<file path="src/rtl/header_action_pkg.sv">
// ============================================================================
// Module : header_action_pkg
// Brief  : Shared lane geometry, action codes and lane state encoding.
// Rev    : 1.0 - initial release
// ============================================================================
`default_nettype none

package header_action_pkg;

  localparam int NUM_LANES = 8;
  localparam int LANE_W    = 32;
  localparam int PKTID_W   = 8;

  localparam logic [1:0] ACT_FWD     = 2'd0;
  localparam logic [1:0] ACT_DISCARD = 2'd1;

  typedef enum logic [1:0] {
    LIDLE   = 2'd0,
    COLLECT = 2'd1,
    PENDING = 2'd2
  } lane_state_e;

endpackage

`default_nettype wire

</file>
<file path="src/rtl/header_lane_acc.sv">
// ============================================================================
// Module : header_lane_acc
// Brief  : One header lane: collects words, latches pktID, decides the action.
// Rev    : 1.0 - initial release
// ============================================================================
`default_nettype none

module header_lane_acc
  import header_action_pkg::*;
#(
  parameter int          MAX_HDR_WORDS = 16,
  parameter logic [15:0] DROP_TAG      = 16'hFFFF
) (
  input  logic               clk,
  input  logic               reset,
  input  logic               i_valid,
  input  logic [LANE_W-1:0]  i_data,
  input  logic               i_finish,
  input  logic [PKTID_W-1:0] i_pktid,
  input  logic               i_grant,
  output logic               o_pending,
  output logic               o_bid,
  output logic [1:0]         o_action,
  output logic [PKTID_W-1:0] o_pktid
);

  lane_state_e        r_state;
  lane_state_e        w_state_next;
  logic [7:0]         r_count;
  logic [7:0]         w_count_inc;
  logic [LANE_W-1:0]  r_word0;
  logic [PKTID_W-1:0] r_pktid;

  always_ff @(posedge clk) begin
    if (!reset) r_state <= LIDLE;
    else        r_state <= w_state_next;
  end

  always_comb begin
    w_state_next = r_state;
    case (r_state)
      LIDLE: begin
        if (i_finish)     w_state_next = PENDING;
        else if (i_valid) w_state_next = COLLECT;
      end
      COLLECT: if (i_finish) w_state_next = PENDING;
      PENDING: if (i_grant)  w_state_next = LIDLE;
      default:               w_state_next = LIDLE;
    endcase
  end

  assign w_count_inc = (r_count == 8'hFF) ? r_count : r_count + 8'd1;

  // Count/word0 are cleared on grant so a word-less finish sees count 0.
  always_ff @(posedge clk) begin
    if (!reset) begin
      r_count <= '0;
      r_word0 <= '0;
      r_pktid <= '0;
    end else begin
      case (r_state)
        LIDLE: begin
          if (i_valid) begin
            r_word0 <= i_data;
            r_count <= 8'd1;
          end
        end
        COLLECT: if (i_valid) r_count <= w_count_inc;
        PENDING: begin
          if (i_grant) begin
            r_count <= '0;
            r_word0 <= '0;
          end
        end
        default: ;
      endcase
      if ((r_state != PENDING) && i_finish) r_pktid <= i_pktid;
    end
  end

  always_comb begin
    o_action = ACT_FWD;
    if (({24'd0, r_count} > 32'(MAX_HDR_WORDS)) || (r_count == 8'd0) ||
        (r_word0[31:16] == DROP_TAG))
      o_action = ACT_DISCARD;
  end

  assign o_pending = (r_state == PENDING);
  assign o_bid     = (r_state == LIDLE);
  assign o_pktid   = r_pktid;

endmodule

`default_nettype wire

</file>
<file path="src/rtl/header_action.sv">
// ============================================================================
// Module : header_action
// Brief  : Eight header lanes, round-robin arbiter and a held command register.
//          Optional fwd/drop counters when HEADER_ACTION_STATS_EN is defined.
// Rev    : 1.0 - initial release
// ============================================================================
`default_nettype none

module header_action
  import header_action_pkg::*;
#(
  parameter int          MAX_HDR_WORDS = 16,
  parameter logic [15:0] DROP_TAG      = 16'hFFFF
) (
  input  logic                           clk,
  input  logic                           reset,
  input  logic [NUM_LANES-1:0]           headerData_valid,
  input  logic [NUM_LANES*LANE_W-1:0]    headerData,
  input  logic [NUM_LANES-1:0]           headerData_finish_valid,
  input  logic [NUM_LANES*PKTID_W-1:0]   pktID_out,
  output logic [NUM_LANES-1:0]           bid_bitmap,
  output logic                           pktID_in_valid,
  output logic [11:0]                    pktID_in,
  input  logic                           cmd_ready
`ifdef HEADER_ACTION_STATS_EN
  ,
  output logic [31:0]                    fwd_count,
  output logic [31:0]                    drop_count
`endif
);

  localparam int c_PTR_W = $clog2(NUM_LANES);

  logic [NUM_LANES-1:0] w_pending;
  logic [NUM_LANES-1:0] w_bid;
  logic [NUM_LANES-1:0] w_grant;
  logic [1:0]           w_action [NUM_LANES];
  logic [PKTID_W-1:0]   w_pktid  [NUM_LANES];

  logic [c_PTR_W-1:0]   r_ptr;
  logic [c_PTR_W-1:0]   w_scan;
  logic [c_PTR_W-1:0]   w_gnt_idx;
  logic                 w_gnt_any;
  logic                 w_take;
  logic                 r_valid;
  logic [11:0]          r_cmd;

  for (genvar j = 0; j < NUM_LANES; j++) begin : g_lane
    header_lane_acc #(
      .MAX_HDR_WORDS (MAX_HDR_WORDS),
      .DROP_TAG      (DROP_TAG)
    ) u_lane (
      .clk       (clk),
      .reset     (reset),
      .i_valid   (headerData_valid[j]),
      .i_data    (headerData[LANE_W*j +: LANE_W]),
      .i_finish  (headerData_finish_valid[j]),
      .i_pktid   (pktID_out[PKTID_W*j +: PKTID_W]),
      .i_grant   (w_grant[j]),
      .o_pending (w_pending[j]),
      .o_bid     (w_bid[j]),
      .o_action  (w_action[j]),
      .o_pktid   (w_pktid[j])
    );
  end

  // First pending lane at or after r_ptr, wrapping through the last lane.
  always_comb begin
    w_gnt_any = 1'b0;
    w_gnt_idx = '0;
    w_scan    = '0;
    for (int i = 0; i < NUM_LANES; i++) begin
      w_scan = r_ptr + i[c_PTR_W-1:0];
      if (!w_gnt_any && w_pending[w_scan]) begin
        w_gnt_any = 1'b1;
        w_gnt_idx = w_scan;
      end
    end
  end

  assign w_take  = w_gnt_any && (!r_valid || cmd_ready);
  assign w_grant = w_take ? (NUM_LANES'(1) << w_gnt_idx) : '0;

  always_ff @(posedge clk) begin
    if (!reset) begin
      r_valid <= 1'b0;
      r_cmd   <= '0;
      r_ptr   <= '0;
    end else if (w_take) begin
      r_valid <= 1'b1;
      r_cmd   <= {2'b00, w_action[w_gnt_idx], w_pktid[w_gnt_idx]};
      r_ptr   <= w_gnt_idx + 1'b1;
    end else if (cmd_ready) begin
      r_valid <= 1'b0;
    end
  end

  assign bid_bitmap     = w_bid;
  assign pktID_in_valid = r_valid;
  assign pktID_in       = r_cmd;

`ifdef HEADER_ACTION_STATS_EN
  logic [31:0] r_fwd_count;
  logic [31:0] r_drop_count;

  always_ff @(posedge clk) begin
    if (!reset) begin
      r_fwd_count  <= '0;
      r_drop_count <= '0;
    end else if (r_valid && cmd_ready) begin
      if (r_cmd[9:8] == ACT_FWD)          r_fwd_count  <= r_fwd_count + 32'd1;
      else if (r_cmd[9:8] == ACT_DISCARD) r_drop_count <= r_drop_count + 32'd1;
    end
  end

  assign fwd_count  = r_fwd_count;
  assign drop_count = r_drop_count;
`endif

endmodule

`default_nettype wire
</file>
<file path="config.mk">
export PLATFORM = sky130hd
export DESIGN_NAME = header_action
export DESIGN_NICKNAME = d
export VERILOG_FILES = /design/src/rtl/header_action_pkg.sv /design/src/rtl/header_lane_acc.sv /design/src/rtl/header_action.sv
export SDC_FILE = /design/constraint.sdc
export NUM_CORES = 1
export LEC_CHECK = 0
export ABC_AREA = 1
export BUFFER_PORTS_ARGS = -buffer_cell sky130_fd_sc_hd__buf_2
export CORE_ASPECT_RATIO = 0.8
export CORE_MARGIN = 10
export CORE_UTILIZATION = 45
export CTS_CLUSTER_DIAMETER = 200
export DETAILED_ROUTE_END_ITERATION = 12
export MAX_ROUTING_LAYER = met4
export PLACE_DENSITY = 0.69
export SLEW_MARGIN = 40
export SYNTH_ARGS = -nofsm -noshare
export SYNTH_HDL_FRONTEND = slang
export SYNTH_SLANG_ARGS = --single-unit
</file>
<file path="constraint.sdc">
create_clock -name clk -period 5.17 [get_ports clk]
set_input_delay 0 -clock clk [delete_from_list [all_inputs] [get_ports clk]]
set_output_delay 0 -clock clk [all_outputs]
set_load 0.03 [all_outputs]
</file>
==> Word level (Yosys, flattened, before mapping) <==
Cells that the tools add are included.
{ "word_totals": {"out_inout_bits": 21, "ff_bits": 414, "elab_cells": 409} }
{ "op_classes": {"n_lt_le_gt_ge": 17, "mux": 153, "reduce_logical": 98, "eq_ne": 88, "n_bitwise": 1, "addsub": 16, "n_shift": 1} }
{ "op_table": {"columns": ["operator", "n"], "rows": [
  ["2-to-1 mux 32 bit", 16],
  ["case mux 32 bit (2 select lines)", 8],
  ["2-to-1 mux 8 bit", 35],
  ["case mux 8 bit (3 select lines)", 8],
  ["== test 16 bit (second input constant)", 8],
  ["inequality test 2 bit (second input constant)", 48],
  ["2-to-1 mux 2 bit", 34],
  ["adder 8 x 1 -> 8 bit (second input constant)", 8],
  ["== test 8 bit (second input constant)", 8],
  ["greater-than comparator 8 x 5 -> 1 bit (second input constant)", 8],
  ["zero test 8 bit", 8],
  ["case mux 2 bit (3 select lines)", 8],
  ["AND reduction 3 bit", 16],
  ["AND reduction 5 bit", 8],
  ["< comparator 3 x 4 -> 1 bit (second input constant)", 8],
  ["2-to-1 mux 1 bit", 26],
  ["binary-select mux 1 bit (select 3 bit)", 8],
  ["binary-select mux 8 bit (select 3 bit)", 1],
  ["2-to-1 mux 3 bit", 8],
  ["inequality test 3 bit (second input constant)", 8],
  ["nonzero test 3 bit", 8],
  ["nonzero test 2 bit", 9],
  ["logical OR 1 bit", 17],
  ["== test 2 x 1 -> 1 bit (second input constant)", 8],
  ["other kinds (11)", 52]
]} }

==> Logic depth before layout (Yosys ltp) <==
Gate-level depths: netlist of run 1.
{ "logic_depth": {"depth_word": 29, "mapped_depth": 25} }

==> Cells and area by module <==
Synthesis of run 1 repeated with hierarchy kept, for this count alone.
{ "hier_totals": {"hier_cells": 2389, "hier_area_um2": 16259.3} }
{ "modules_own_cells": {"columns": ["mod", "area_per_inst_um2", "cells_each", "seq_area_each_um2", "instances"], "rows": [
  ["header_lane_acc (g_lane[0].u_lane ...)", 1764.2, 242, 680.7, 6],
  ["header_lane_acc (g_lane[6].u_lane ...)", 1709.1, 246, 680.7, 2],
  ["header_action", 2255.9, 445, 280.3, 1]
]} }

==> Worst setup path after synthesis of run 1 <==
OpenSTA, ideal clock, no wires.
{ "synth_path": {"path_type": "register to register", "from": "register r_ptr[0]", "to": "register g_lane[7].u_lane.r_word0[24]", "required_time_ns": 5.099, "path_slack_ns": 1.916, "stages_incl_launch_ff": 23, "arrival_ns": 3.184, "setup_ns": 0.071, "n_path_buf": 2, "path_cell_list": "dfxtp_1 > inv_2 > buf_6 > ha_1 > inv_1 > nand3_1 > nand3_1 > nand2_1 > nor2_4 > nand4_4 > nor3_4 > nand3_4 > nand2_4 > nand2_2 > inv_1 > ha_1 > nand2_1 > nand2_1 > nand2_1 > inv_1 > buf_2 > nand3_1 > a21oi_1"} }
{ "synth_via": {"elab_chain_cells": 28} }
{ "synth_lines": {"columns": ["item", "line", "text"], "rows": [
  ["start, declared", "header_action.sv:40", "logic [c_PTR_W-1:0] r_ptr;"],
  ["start signal, assigned", "header_action.sv:92", "r_ptr <= w_gnt_idx + 1'b1;"],
  ["parallel branches: the longest is 25 deep, another holds adder 3 x 1 -> 3 bit", null, null],
  ["2-to-1 mux 8 bit *", "header_action.sv:82", "assign w_grant = w_take ? (NUM_LANES'(1) << w_gnt_idx) : '0;"],
  ["inequality test 2 bit (no line) *", null, null],
  ["AND reduction 3 bit (no line) *", null, null],
  ["end signal, assigned", "header_lane_acc.sv:64", "r_word0 <= i_data;"],
  ["end, declared", "header_lane_acc.sv:31", "logic [LANE_W-1:0] r_word0;"]
]} }
Every way passes the cells marked *. The select of a mux whose other input is x is not followed.
A chain may end at the register's enable or synchronous reset.

==> Worst setup path after layout of run 1 <==
{ "layout_path": {"from": "register r_ptr[0]", "to": "register g_lane[0].u_lane.r_word0[22]"} }
{ "layout_via": {"elab_chain_cells": 28} }
{ "layout_lines": {"columns": ["item", "line"], "rows": [
  ["parallel branches: the longest is 25 deep, another holds adder 3 x 1 -> 3 bit", null],
  ["2-to-1 mux 8 bit *", "header_action.sv:82"],
  ["inequality test 2 bit (no line) *", null],
  ["AND reduction 3 bit (no line) *", null],
  ["end signal, assigned", "header_lane_acc.sv:64"],
  ["end, declared", "header_lane_acc.sv:31"]
]} }
Marked as above.

==> impl_results.md, run 1 <==
* Status: finished, final reports clean
* Synth area leader: dfxtp_1
* Fin. Hold Viols at 0
* Crit end category: flip-flop
* Core Area at 33,860 um2
* CP max-delay cell: a21oi_4
* Num CTS Buffers at 30
* Ys flop type: dfxtp_1
* Drt wl/cell at 14.19 um
* Startpoint types: flip-flop
* CP delay by family, top: simple AND/OR/NAND/NOR gates
* Unrepaired setup endpoints after global routing: false
* HPWL after DPL at 31.47 mm
* Max Slew Vio Count at 0
* Clock Latency Late Sink at roughly 0.57 ns
* Antenna Nets Post-Route at 0
* 1st-iter DRT viols at 1,157
* Async set or reset register ratio after synthesis at 0%
* Largest net degree at the start of global routing at 183
* DR pass1 iterations at 5
* Vias post-DR at 16,260
* Synth Register Bits at 285
* Area contributors post-synth: dfxtp_1, nor2_1, nand2_1, o21ai_0, inv_1
* Number of synthesized flops with an enable pin at 0
* Register area share after synthesis at about 37%
* Post-CTS Setup Inserts at 0
* FF/Latch Area at between 5000 and 6000 um2
* Commonest non-fill, non-tap cell in the layout: nor2_1
* I/O pin cnt at 360
* Initial antenna violation count at 5
* Via/cell ratio at 4.949
* Clock root buffer: clkbuf_16
* Pre-CTS setup slack at between 0.7 and 0.8 ns
* Post-Synthesis Cells at 2,374
* Core Rows at 60
* Min cycle time layout at 4.660 ns
* Final worst slack at 0.5097 ns
* Setup TNS at 0 ns
* Relative slew slack at about half
* Layout area overhead at 30.36%
* Nets at between 3,000 and 4,000
* Routed wire length at 46.62 mm
* Vias in the first global route at roughly 15,000
* CP max stage delay at 0.62 ns
* GP Congestion at 0.9457
* Synth top area share at 36.62%
* Post-Syn Area at 15,580 um2
* CP Data Required Time at 5.63 ns
* Final setup fails at 0
* Most frequent cells in the layout: nor2_1, nand2_1, dfxtp_1
* CTS tree: yes
* Clock Path Buffers at 3
* GRT overflow at 0
* Placed Area at approximately 17,000 um2
* Initial Util at 46.02%
* Total track usage at between 20% and 30%
* Worst Hold Class: primary input to flip-flop
* CP Class: flip-flop to flip-flop
* YS warnings at 0
* Leakage at 9.703 nW
* # fillers at between 3,000 and 4,000
* Syn Area/Cell at 6.563 um2
* DIE AREA at 42,510 um2
* Slew @ Worst Pin at 0.7647 ns
* Cell Pwr Density at 614.2 nW/um2
* Buf/Inv on CP at 4
* Die X at 228.0 um
* Fin Clk Skew at 0.01830 ns
* DRC viols at 0
* Max Freq at 0.2146 GHz
* CP cell instances: buf_4 -> inv_2 -> ha_1 -> inv_1 -> nand3_1 -> nand2_1 -> nand2_1 -> nand2_1 -> nand4_4 -> nor2_4 -> nand3_1 -> nand2_2 -> nand2_2 -> nor2_2 -> nand2_4 -> a21oi_4 -> nand2_1 -> nand2_1 -> dlygate4sd3_1 -> nor2_1
* First-pass GRT wire length at 76.91 mm
* Max-cap violations at 0
* Layout cells sized above 1 at 12.65%
* Distinct cells, synth at 50
* Cell area after layout at 20,310 um2
* Num Clock Sinks at 285
* Worst-path clk slew at 0.06 ns
* Maximum net fanout on the critical path at 32
* Die span in y at 186.4 um
* Multi-input logic area at roughly 8300 um2
* Tcrit/Tclk final at 90.14%
* Critical path arrival at 5.12 ns
* H-tree lvl count at 1
* Max rail drop VDD at 0.0003751 V
* Worst path most repeated cell: nand2_1
* Port bufs at 228
## through the flow
step / util [%] / cells / power [mW] / hold slack [ns]
2_1_floorplan: - / 2376 / 8.716 / 0.1349
3_3_place_gp: 49.92 / 2986 / 9.892 / 0.2301
3_5_place_dp: 49.92 / 2986 / 10.02 / 0.2337
4_1_cts: 59.93 / 3280 / 12.47 / 0.06968
5_1_grt: 59.98 / 3285 / 13.66 / 0.1166
6_report: 59.99 / 3286 / 12.48 / 0.1140
## tightest hold or removal path: stages
cell and delay, ns:
buf_2 0.11, nor2_1 0.06, nor2_1 0.11, o21ai_0 0.18
a21oi_1 0.18
## sequential cells by signal, indices dropped and copies added, names as in the netlist
register,cells
g_lane.u_lane.r_count,64
g_lane.u_lane.r_word0,128
g_lane.u_lane.o_pktid,64
r_ptr,3
pktID_in_valid,1
pktID_in,9
g_lane.u_lane.r_state,16
## repair_timing
action                    in CTS  in global routing
hold buffers                 238                  0
gates resized for setup        0                  0
hold endpoints to repair     247                  0
## final cells by class
type | instances | area share (%)
timing repair buffer | 480 | 17.96
tap | 465 | 2.865
clock inverter | 13 | 0.6160
multi-input combinational | 1716 | 40.90
clock buffer | 43 | 4.337
antenna | 6 | 0.07392
sequential | 285 | 28.09
inverter | 278 | 5.156
## where the power goes
group          switching (mW)  internal (mW)  leakage (nW)
combinational            4.63           2.16          6.85
sequential              0.504           2.99          2.36
clock                   0.908           1.28         0.500
total                    6.04           6.43          9.70
## kinds of logic after synthesis
family | share of synthesized area [%]
AND/OR/NAND/NOR | 34.94
XOR/XNOR | 1.173
adder cells (fa/ha/maj) | 4.738
AO/OA/AOI/OAI | 12.37
other | 0.02407
flip-flops | 36.62
buffers and inverters | 10.13
## routing by layer
layer	GRT usage, %	up-vias	part of all wire (%)
li1	-	8379	-
met1	27.89	7424	47
met2	34.83	391	46
met3	2.938	69	4.6
met4	5.784	0	2.3
met5	-	-	0
## synthesized netlist by cell type (all sizes together) (4+ instances only)
cell     number
and3          4
a2111oi       5
nand4        50
o21bai        4
clkbuf       48
xnor2         7
nand3       139
a21oi        87
a211oi        8
buf          49
o211ai        6
ha           59
dfxtp       285
nand2       425
nor2        609
nor3         24
xor2         13
inv         276
nor4          4
o21ai       243
or4           6
nor3b        11
## worst paths after layout
check                                                 from                                        end  slack [ns]  cells after the start
setup / recovery                     r_ptr[0]$_SDFFE_PN0P_  g_lane[0].u_lane.r_word0[22]$_SDFFE_PN0P_        0.51                     20
hold / removal                         headerData_valid[7]   g_lane[7].u_lane.r_state[1]$_SDFFE_PN0P_        0.11                      5
hold reg to reg   g_lane[2].u_lane.o_pktid[5]$_SDFFE_PN0P_   g_lane[2].u_lane.o_pktid[5]$_SDFFE_PN0P_        0.45                      2
setup reg to reg                     r_ptr[0]$_SDFFE_PN0P_  g_lane[0].u_lane.r_word0[22]$_SDFFE_PN0P_        0.51                     20
Note: power is estimated with default switching activity, not from simulation.
==> run 2, diff against run 1 <==
--- a/config.mk
+++ b/config.mk
@@ -7,13 +7,13 @@
 export LEC_CHECK = 0
 export ABC_AREA = 1
 export BUFFER_PORTS_ARGS = -buffer_cell sky130_fd_sc_hd__buf_2
-export CORE_ASPECT_RATIO = 0.8
+export CORE_ASPECT_RATIO = 0.7
 export CORE_MARGIN = 10
 export CORE_UTILIZATION = 45
 export CTS_CLUSTER_DIAMETER = 200
 export DETAILED_ROUTE_END_ITERATION = 12
 export MAX_ROUTING_LAYER = met4
-export PLACE_DENSITY = 0.69
+export PLACE_DENSITY_LB_ADDON = 0.25
 export SLEW_MARGIN = 40
 export SYNTH_ARGS = -nofsm -noshare
 export SYNTH_HDL_FRONTEND = slang
==> impl_results.md, run 2 (synthesis gave the netlist of run 1 again) <==
* CP Class: flip-flop to flip-flop
* DR pass1 iterations at 6 (+1)
* Commonest non-fill, non-tap cell in the layout: nor2_1
* DIE AREA at 42,580 um2 (+0.17%)
* Min cycle time layout at 4.740 ns (+0.07981 ns)
* Total track usage at 21.81% (+0.23 points)
* Die span in y at 175.7 um (-5.8%)
* CP delay by family, top: simple AND/OR/NAND/NOR gates
* DRC viols at 0 (unchanged)
* Unrepaired setup endpoints after global routing: false
* Max reg flops at 128 (unchanged)
* Fin. Hold Viols at 0 (unchanged)
* Initial Util at 46.04% (about the same)
* Leakage at 9.664 nW (-0.40%)
* Routed wire length at 47.10 mm (+1.0%)
* Internal power at 6.454 mW (+0.31%)
* Crit end category: flip-flop
* Hold path start: headerData_valid[7]
* 1st-iter DRT viols at 1,237 (+6.9%)
* Layout cells sized above 1 at 12.87% (+0.22 points)
* Clock share of power at 18.2% (+0.6 points)
* Via/cell ratio at 4.939 (-0.21%)
* Port bufs at 228 (unchanged)
* RR Startpoint: r_ptr[0]$_SDFFE_PN0P_
* Slew @ Worst Pin at 0.8353 ns (+0.07056 ns)
* CP cell instances: inv_2 -> ha_1 -> inv_1 -> nand3_1 -> nand2_1 -> nand2_1 -> nand2_1 -> nand3_1 -> o21ai_1 -> nand3_1 -> nand2_4 -> nand2_4 -> buf_4 -> nor2_4 -> nand2_4 -> a21oi_4 -> nand2_1 -> nand2_1 -> dlygate4sd3_1 -> nor2_1
* CP startpoint: r_ptr[0]$_SDFFE_PN0P_
* Max Freq at 0.2110 GHz (-1.7%)
* First-pass GRT wire length at 76.59 mm (-0.41%)
* Vias in the first global route at 15,390 (-0.16%)
* I/O pin cnt at 360 (unchanged)
* CP max stage delay at 0.63 ns (about the same)
* Nets at 3,174 (-0.47%)
* Sequential Power Share at 27.8% (-0.2 points)
* Die X at 242.4 um (+6.3%)
* Final setup fails at 0 (unchanged)
* Max Slew Vio Count at 0 (unchanged)
* Cell Pwr Density at 624.0 nW/um2 (+1.6%)
* Num Clock Sinks at 285 (unchanged)
* Top reg by flops: g_lane.u_lane.r_word0
* Status: finished, final reports clean
* GP Congestion at 0.9349 (-1.1%)
* Worst-path clk slew at 0.06 ns (about the same)
* Cell area after layout at 20,220 um2 (-0.46%)
* Max rail drop VDD at 0.0007362 V (+96%)
* Relative slew slack at 44.11% (-4.7 points)
* Tcrit/Tclk final at 91.68% (+1.5 points)
* Post-CTS Setup Inserts at 0 (unchanged)
* Core Area at 33,840 um2 (about the same)
* HPWL after DPL at 32.58 mm (+3.5%)
* Combinational share of power at 54.0% (-0.4 points)
* Clock Path Buffers at 3 (unchanged)
* Vias post-DR at 16,130 (-0.82%)
* Drt wl/cell at 14.42 um (+1.6%)
* Final Power at 12.62 mW (+1.1%)
* Fin Clk Skew at 0.03073 ns (+0.01243 ns)
* Core Rows at 56 (-6.7%)
* Maximum net fanout on the critical path at 48 (+50%)
* Setup TNS at 0 ns (unchanged)
* Worst path most repeated cell: nand2_1
* Placed Area at 16,880 um2 (-0.13%)
* H-tree lvl count at 1 (unchanged)
* P_sw at 6.162 mW (+2.0%)
* Clock root buffer: clkbuf_16
* Num CTS Buffers at 29 (-3.3%)
* Layout area overhead at 29.77%
* Buf/Inv on CP at 4 (unchanged)
* Largest net degree at the start of global routing at 132 (-28%)
* Antenna Nets Post-Route at 0 (unchanged)
* Switch share at 48.84% (+0.42 points)
* GRT overflow at 0 (unchanged)
* Initial antenna violation count at 4 (-1)
* Max-cap violations at 0 (unchanged)
* CP max-delay cell: a21oi_4
* Critical path arrival at 5.19 ns (+0.07 ns)
* Startpoint types: flip-flop
* Worst Hold Class: primary input to flip-flop
* Clock Latency Late Sink at 0.58 ns (about the same)
* CTS tree: yes
* Most frequent cells in the layout: nor2_1, nand2_1, dfxtp_1
* CP Data Required Time at 5.62 ns (about the same)
run 2: area by class of cell:
class / instances / area, um2
repair buffers: 466 / 3513
clock inverters: 19 / 254.0
well taps: 464 / 580.6
inverters: 278 / 1047
diodes: 4 / 10.01
fillers: 3071 / 13620
flip-flops and latches: 285 / 5705
multi-input cells: 1716 / 8313
clock buffers: 34 / 794.5
run 2: power groups by stage:
| stage | clock [mW] | combinational [mW] | sequential [mW] |
|---|---|---|---|
| 5_1_grt | 2.43 | 7.72 | 3.61 |
| 2_1_floorplan | 0 | 5.29 | 3.43 |
| 4_1_cts | 2.35 | 6.74 | 3.50 |
| 6_report | 2.29 | 6.82 | 3.50 |
| 3_3_place_gp | 0 | 6.41 | 3.50 |
| 3_5_place_dp | 0 | 6.55 | 3.54 |
run 2: metal layers:
metal | vias to the layer above | routed length (um) | track usage, %
met5 | - | 0 | -
li1 | 8345 | - | -
met3 | 74 | 2346 | 3.380
met4 | 0 | 1160 | 5.513
met2 | 400 | 21820 | 35.76
met1 | 7311 | 21770 | 27.71
run 2: stage by stage:
stage | worst slack [ns] | utilization (%) | hold slack, ns | cells
CTS | 0.3151 | 59.63 | 0.05699 | 3261
global placement | 0.8557 | 49.86 | 0.2258 | 2983
global route | 0.07097 | 59.74 | 0.1575 | 3266
finish | 0.4299 | 59.74 | 0.09613 | 3266
detailed placement | 0.7548 | 49.88 | 0.2319 | 2983
floorplan | 1.916 | - | 0.1349 | 2376
run 2: final timing paths:
| check | end | slack (ns) | cells past startpoint |
|---|---|---|---|
| worst max-delay path | g_lane[0].u_lane.r_word0[17]$_SDFFE_PN0P_ | 0.43 | 20 |
| worst min-delay path | g_lane[7].u_lane.r_state[1]$_SDFFE_PN0P_ | 0.1 | 5 |
| worst max register to register | g_lane[0].u_lane.r_word0[17]$_SDFFE_PN0P_ | 0.43 | 20 |
| worst min register to register | g_lane[2].u_lane.o_pktid[5]$_SDFFE_PN0P_ | 0.45 | 2 |
run 2: repair_timing:
| action | CTS | global route |
|---|---|---|
| setup endpoints to repair | 0 | 3 |
| resized for setup | 0 | 1 |
| endpoints found under the hold margin | 234 | 0 |
| hold buffers | 225 | 0 |
run 2: worst min-delay path, stage by stage:
cell and delay, ns:
buf_2 0.10, nor2_1 0.06, nor2_1 0.12, o21ai_0 0.16
a21oi_1 0.16
==> run 3, diff against run 2 <==
--- a/config.mk
+++ b/config.mk
@@ -12,9 +12,12 @@
 export CORE_UTILIZATION = 45
 export CTS_CLUSTER_DIAMETER = 200
 export DETAILED_ROUTE_END_ITERATION = 12
+export GPL_TIMING_DRIVEN = 0
 export MAX_ROUTING_LAYER = met4
 export PLACE_DENSITY_LB_ADDON = 0.25
+export RECOVER_POWER = 50
 export SLEW_MARGIN = 40
 export SYNTH_ARGS = -nofsm -noshare
 export SYNTH_HDL_FRONTEND = slang
+export SYNTH_HIERARCHICAL = 1
 export SYNTH_SLANG_ARGS = --single-unit
==> impl_results.md, run 3 <==
* Status: finished, final reports clean
* DRC viols at 0 (unchanged)
* Min cycle time layout at 4.835 ns (+0.09469 ns)
* Initial antenna violation count at 2 (-2)
* Worst Hold Path Cells at 4 (-1)
* Num CTS Buffers at 30 (+3.4%)
* Most frequent cell after synthesis: nand2_1
* Die X at 247.2 um (+2.0%)
* Port bufs at 229 (+0.44%)
* HPWL after DPL at 36.74 mm (+13%)
* Via/cell ratio at 5.086 (+3.0%)
* DIE AREA at 44,260 um2 (+3.9%)
* Grt peak-use layer: met2
* Distinct cells, synth at 39 (-22%)
* Worst Hold Class: primary input to flip-flop
* Layout area overhead at 33.14%
* # fillers at 3,242 (+5.6%)
* Relative slew slack at 47.54% (+3.4 points)
* Largest net degree at the start of global routing at 46 (-65%)
* Non-filler cells, final at 3,422 (+4.8%)
* GP Congestion at 0.9175 (-1.9%)
* Fin Clk Skew at 0.02278 ns (-0.007951 ns)
* CP Data Required Time at 5.63 ns (about the same)
* Vias in the first global route at 16,680 (+8.4%)
* Antenna Nets Post-Route at 0 (unchanged)
* Syn Area/Cell at 6.806 um2 (+3.7%)
* Vias post-DR at 17,400 (+7.9%)
* Fin. Hold Viols at 0 (unchanged)
* Crit end category: flip-flop
* Register area share after synthesis at 35.21% (-1.4 points)
* Drt wl/cell at 15.13 um (+4.9%)
* Worst r2r dst: g_lane[4].u_lane/r_word0[22]$_SDFFE_PN0P_
* RR Startpoint: r_ptr[0]$_SDFFE_PN0P_
* Post-Syn Area at 16,260 um2 (+4.4%)
* Most frequent cells in the layout: nand2_1, nand3_1, nor2_1
* R2R Setup Slk at 0.34 ns (-0.09 ns)
* Cell Pwr Density at 531.4 nW/um2 (-15%)
* Num Clock Sinks at 286 (+0.35%)
* Ys flop type: dfxtp_1
* Area contributors post-synth: dfxtp_1, nand2_1, nand3_1, nor2_1, inv_1
* Clock root buffer: clkbuf_16
* Max Slew Vio Count at 0 (unchanged)
* M2 GR Usage at 36.50% (+0.75 points)
* Startpoint types: flip-flop
* Worst-path clk slew at 0.06 ns (about the same)
* FF/Latch Area at 5725 um2 (+0.35%)
* Slew @ Worst Pin at 0.7841 ns (-0.05123 ns)
* R2R cell count at 25 (+25%)
* Hold path start: pktID_out[7]
* Async set or reset register ratio after synthesis at 0% (unchanged)
* Synth top area share at 35.21% (-1.4 points)
* 1st-iter DRT viols at 1,281 (+3.6%)
* CTS tree: yes
* Die span in y at 179.0 um (+1.9%)
* Final setup fails at 0 (unchanged)
* Max rail drop VDD at 0.0003894 V (-47%)
* Unrepaired setup endpoints after global routing: false
* Layout cells sized above 1 at 19.40% (+6.5 points)
* Clock Latency Late Sink at 0.58 ns (about the same)
* Routed wire length at 51.77 mm (+9.9%)
* GRT overflow at 0 (unchanged)
* I/O pin cnt at 360 (unchanged)
* Critical path arrival at 5.29 ns (+0.10 ns)
* Commonest non-fill, non-tap cell in the layout: nand2_1
* DR pass1 iterations at 6 (unchanged)
* Multi-input logic area at 8909 um2 (+7.2%)
* GRT met3 Usage at 3.424% (+0.044 points)
* Synth cell count leaders: nand2_1, nand3_1, nor2_1
* Max Freq at 0.2068 GHz (-2.0%)
* Total track usage at 23.38% (+1.6 points)
* Maximum net fanout on the critical path at 10 (-79%)
* Initial Util at 45.45% (-0.59 points)
* Met1 GRT Util at 31.43% (+3.7 points)
* Tcrit/Tclk final at 93.52% (+1.8 points)
* Placed cell count at 3,099 (+3.9%)
* First-pass GRT wire length at 83.26 mm (+8.7%)
* Hold Path Sink: g_lane[0].u_lane/o_pktid[7]$_SDFFE_PN0P_
* Number of synthesized flops with an enable pin at 0 (unchanged)
* CP Class: flip-flop to flip-flop
* Core Rows at 58 (+3.6%)
* Post-Synthesis Cells at 2,389 (+0.63%)
* Synth area leader: dfxtp_1
* Top reg by flops: g_lane.u_lane/r_word0
* H-tree lvl count at 1 (unchanged)
* Leakage at 9.424 nW (-2.5%)
* Core Area at 35,780 um2 (+5.7%)
* YS warnings at 6 (+6)
* Clock Path Buffers at 3 (unchanged)
* Max reg flops at 128 (unchanged)
* Setup TNS at 0 ns (unchanged)
* Nets at 3,296 (+3.8%)
* Synth Register Bits at 286 (+0.35%)
* Max-cap violations at 0 (unchanged)
## run 3: changes by cell type in the layout (fill, tap and decap cells not counted), moves of 18 or more
cell           delta
o21ai_0         -102
a21oi_2          +66
o21ai_1          -34
clkbuf_1         +40
nor2_1          -266
nand2_2          +62
a21oi_1          +49
inv_1            -65
buf_6            +18
nand2_1         +128
dlygate4sd3_1    +36
nand3_1         +214
## run 3: how the worst max path moves through the flow
stage | startpoint | end | slack, ns | cells past startpoint
global placement | r_ptr[0]$_SDFFE_PN0P_ | g_lane[7].u_lane/r_word0[21]$_SDFFE_PN0P_ | 0.88 | 26
global route | r_ptr[0]$_SDFFE_PN0P_ | g_lane[4].u_lane/r_word0[22]$_SDFFE_PN0P_ | 0.01 | 26
floorplan | r_ptr[0]$_SDFFE_PN0P_ | g_lane[7].u_lane/r_word0[16]$_SDFFE_PN0P_ | 1.74 | 28
CTS | r_ptr[0]$_SDFFE_PN0P_ | g_lane[4].u_lane/r_word0[22]$_SDFFE_PN0P_ | 0.20 | 26
finish | r_ptr[0]$_SDFFE_PN0P_ | g_lane[4].u_lane/r_word0[22]$_SDFFE_PN0P_ | 0.34 | 25
detailed placement | r_ptr[0]$_SDFFE_PN0P_ | g_lane[7].u_lane/r_word0[21]$_SDFFE_PN0P_ | 0.79 | 26
## run 3: cell families (layout without fill, tap and decap cells)
logic type / after synthesis / count (layout) / share of synthesized area [%]
AOI/OAI and AO/OA: 338 / 338 / 13.00
xor gates and xnor gates: 6 / 6 / 0.3232
adders and majority gates: 43 / 43 / 3.309
buffers and inverters: 319 / 867 / 9.773
DFF: 286 / 286 / 35.21
other: 9 / 14 / 0.2078
and+or+nand+nor: 1388 / 1388 / 38.18
## run 3: worst max-delay path: stages (launching register included)
cell,delay [ns]
dfxtp_1,0.34
buf_4,0.18
inv_2,0.06
buf_6,0.14
ha_2,0.35
inv_2,0.15
nand3_1,0.15
nand3_2,0.11
nand2_1,0.10
nor2_4,0.14
nand3_2,0.12
nor3_4,0.19
nand4_1,0.36
nand2_4,0.26
buf_6,0.19
inv_2,0.06
nand2_1,0.08
nor2_1,0.05
inv_1,0.07
nand2_2,0.11
o21ai_4,0.13
nor2_4,0.08
nand3_1,0.08
dlygate4sd3_1,0.56
a21oi_1,0.07
dlygate4sd3_1,0.56
## run 3: per-stage QoR
stage	area (um2)	power (mW)	utilization (%)	hold slack, ns	worst slack (ns)
6_report	21650	11.50	60.51	0.1962	0.3352
3_3_place_gp	18010	8.757	50.34	0.2220	0.8762
3_5_place_dp	18010	8.875	50.35	0.2320	0.7907
4_1_cts	21700	11.44	60.64	0.1787	0.1984
2_1_floorplan	16260	7.398	-	0.1248	1.735
5_1_grt	21640	12.38	60.49	0.2147	0.01138
## run 3: layout make-up
| type | instances | area share (%) |
|---|---|---|
| Clock buffer | 41 | 4.081 |
| Clock inverter | 15 | 0.8670 |
| Tap cell | 480 | 2.774 |
| Inverter | 229 | 4.115 |
| Sequential cell | 286 | 26.45 |
| Antenna cell | 4 | 0.04624 |
| Multi-Input combinational cell | 1785 | 41.15 |
| Buffer | 90 | 3.179 |
| Timing Repair Buffer | 492 | 17.33 |
## run 3: layer usage
| metal | routed length, um | up-vias |
|---|---|---|
| li1 | - | 8814 |
| met1 | 24110 | 7967 |
| met2 | 23300 | 542 |
| met3 | 3292 | 80 |
| met4 | 1071 | 0 |
| met5 | 0 | - |
## run 3: what timing repair did
action	in CTS	in global routing
gates resized for setup	0	3
hold endpoints to repair	261	0
setup endpoints to repair	0	1
setup buffers	0	2
hold buffers	261	0
## run 3: where the power goes
| group | switching (mW) | leakage (nW) | internal [mW] |
|---|---|---|---|
| Combinational | 4.05 | 6.54 | 2.16 |
| Clock | 0.929 | 0.529 | 1.39 |
| Sequential | 0.309 | 2.35 | 2.66 |
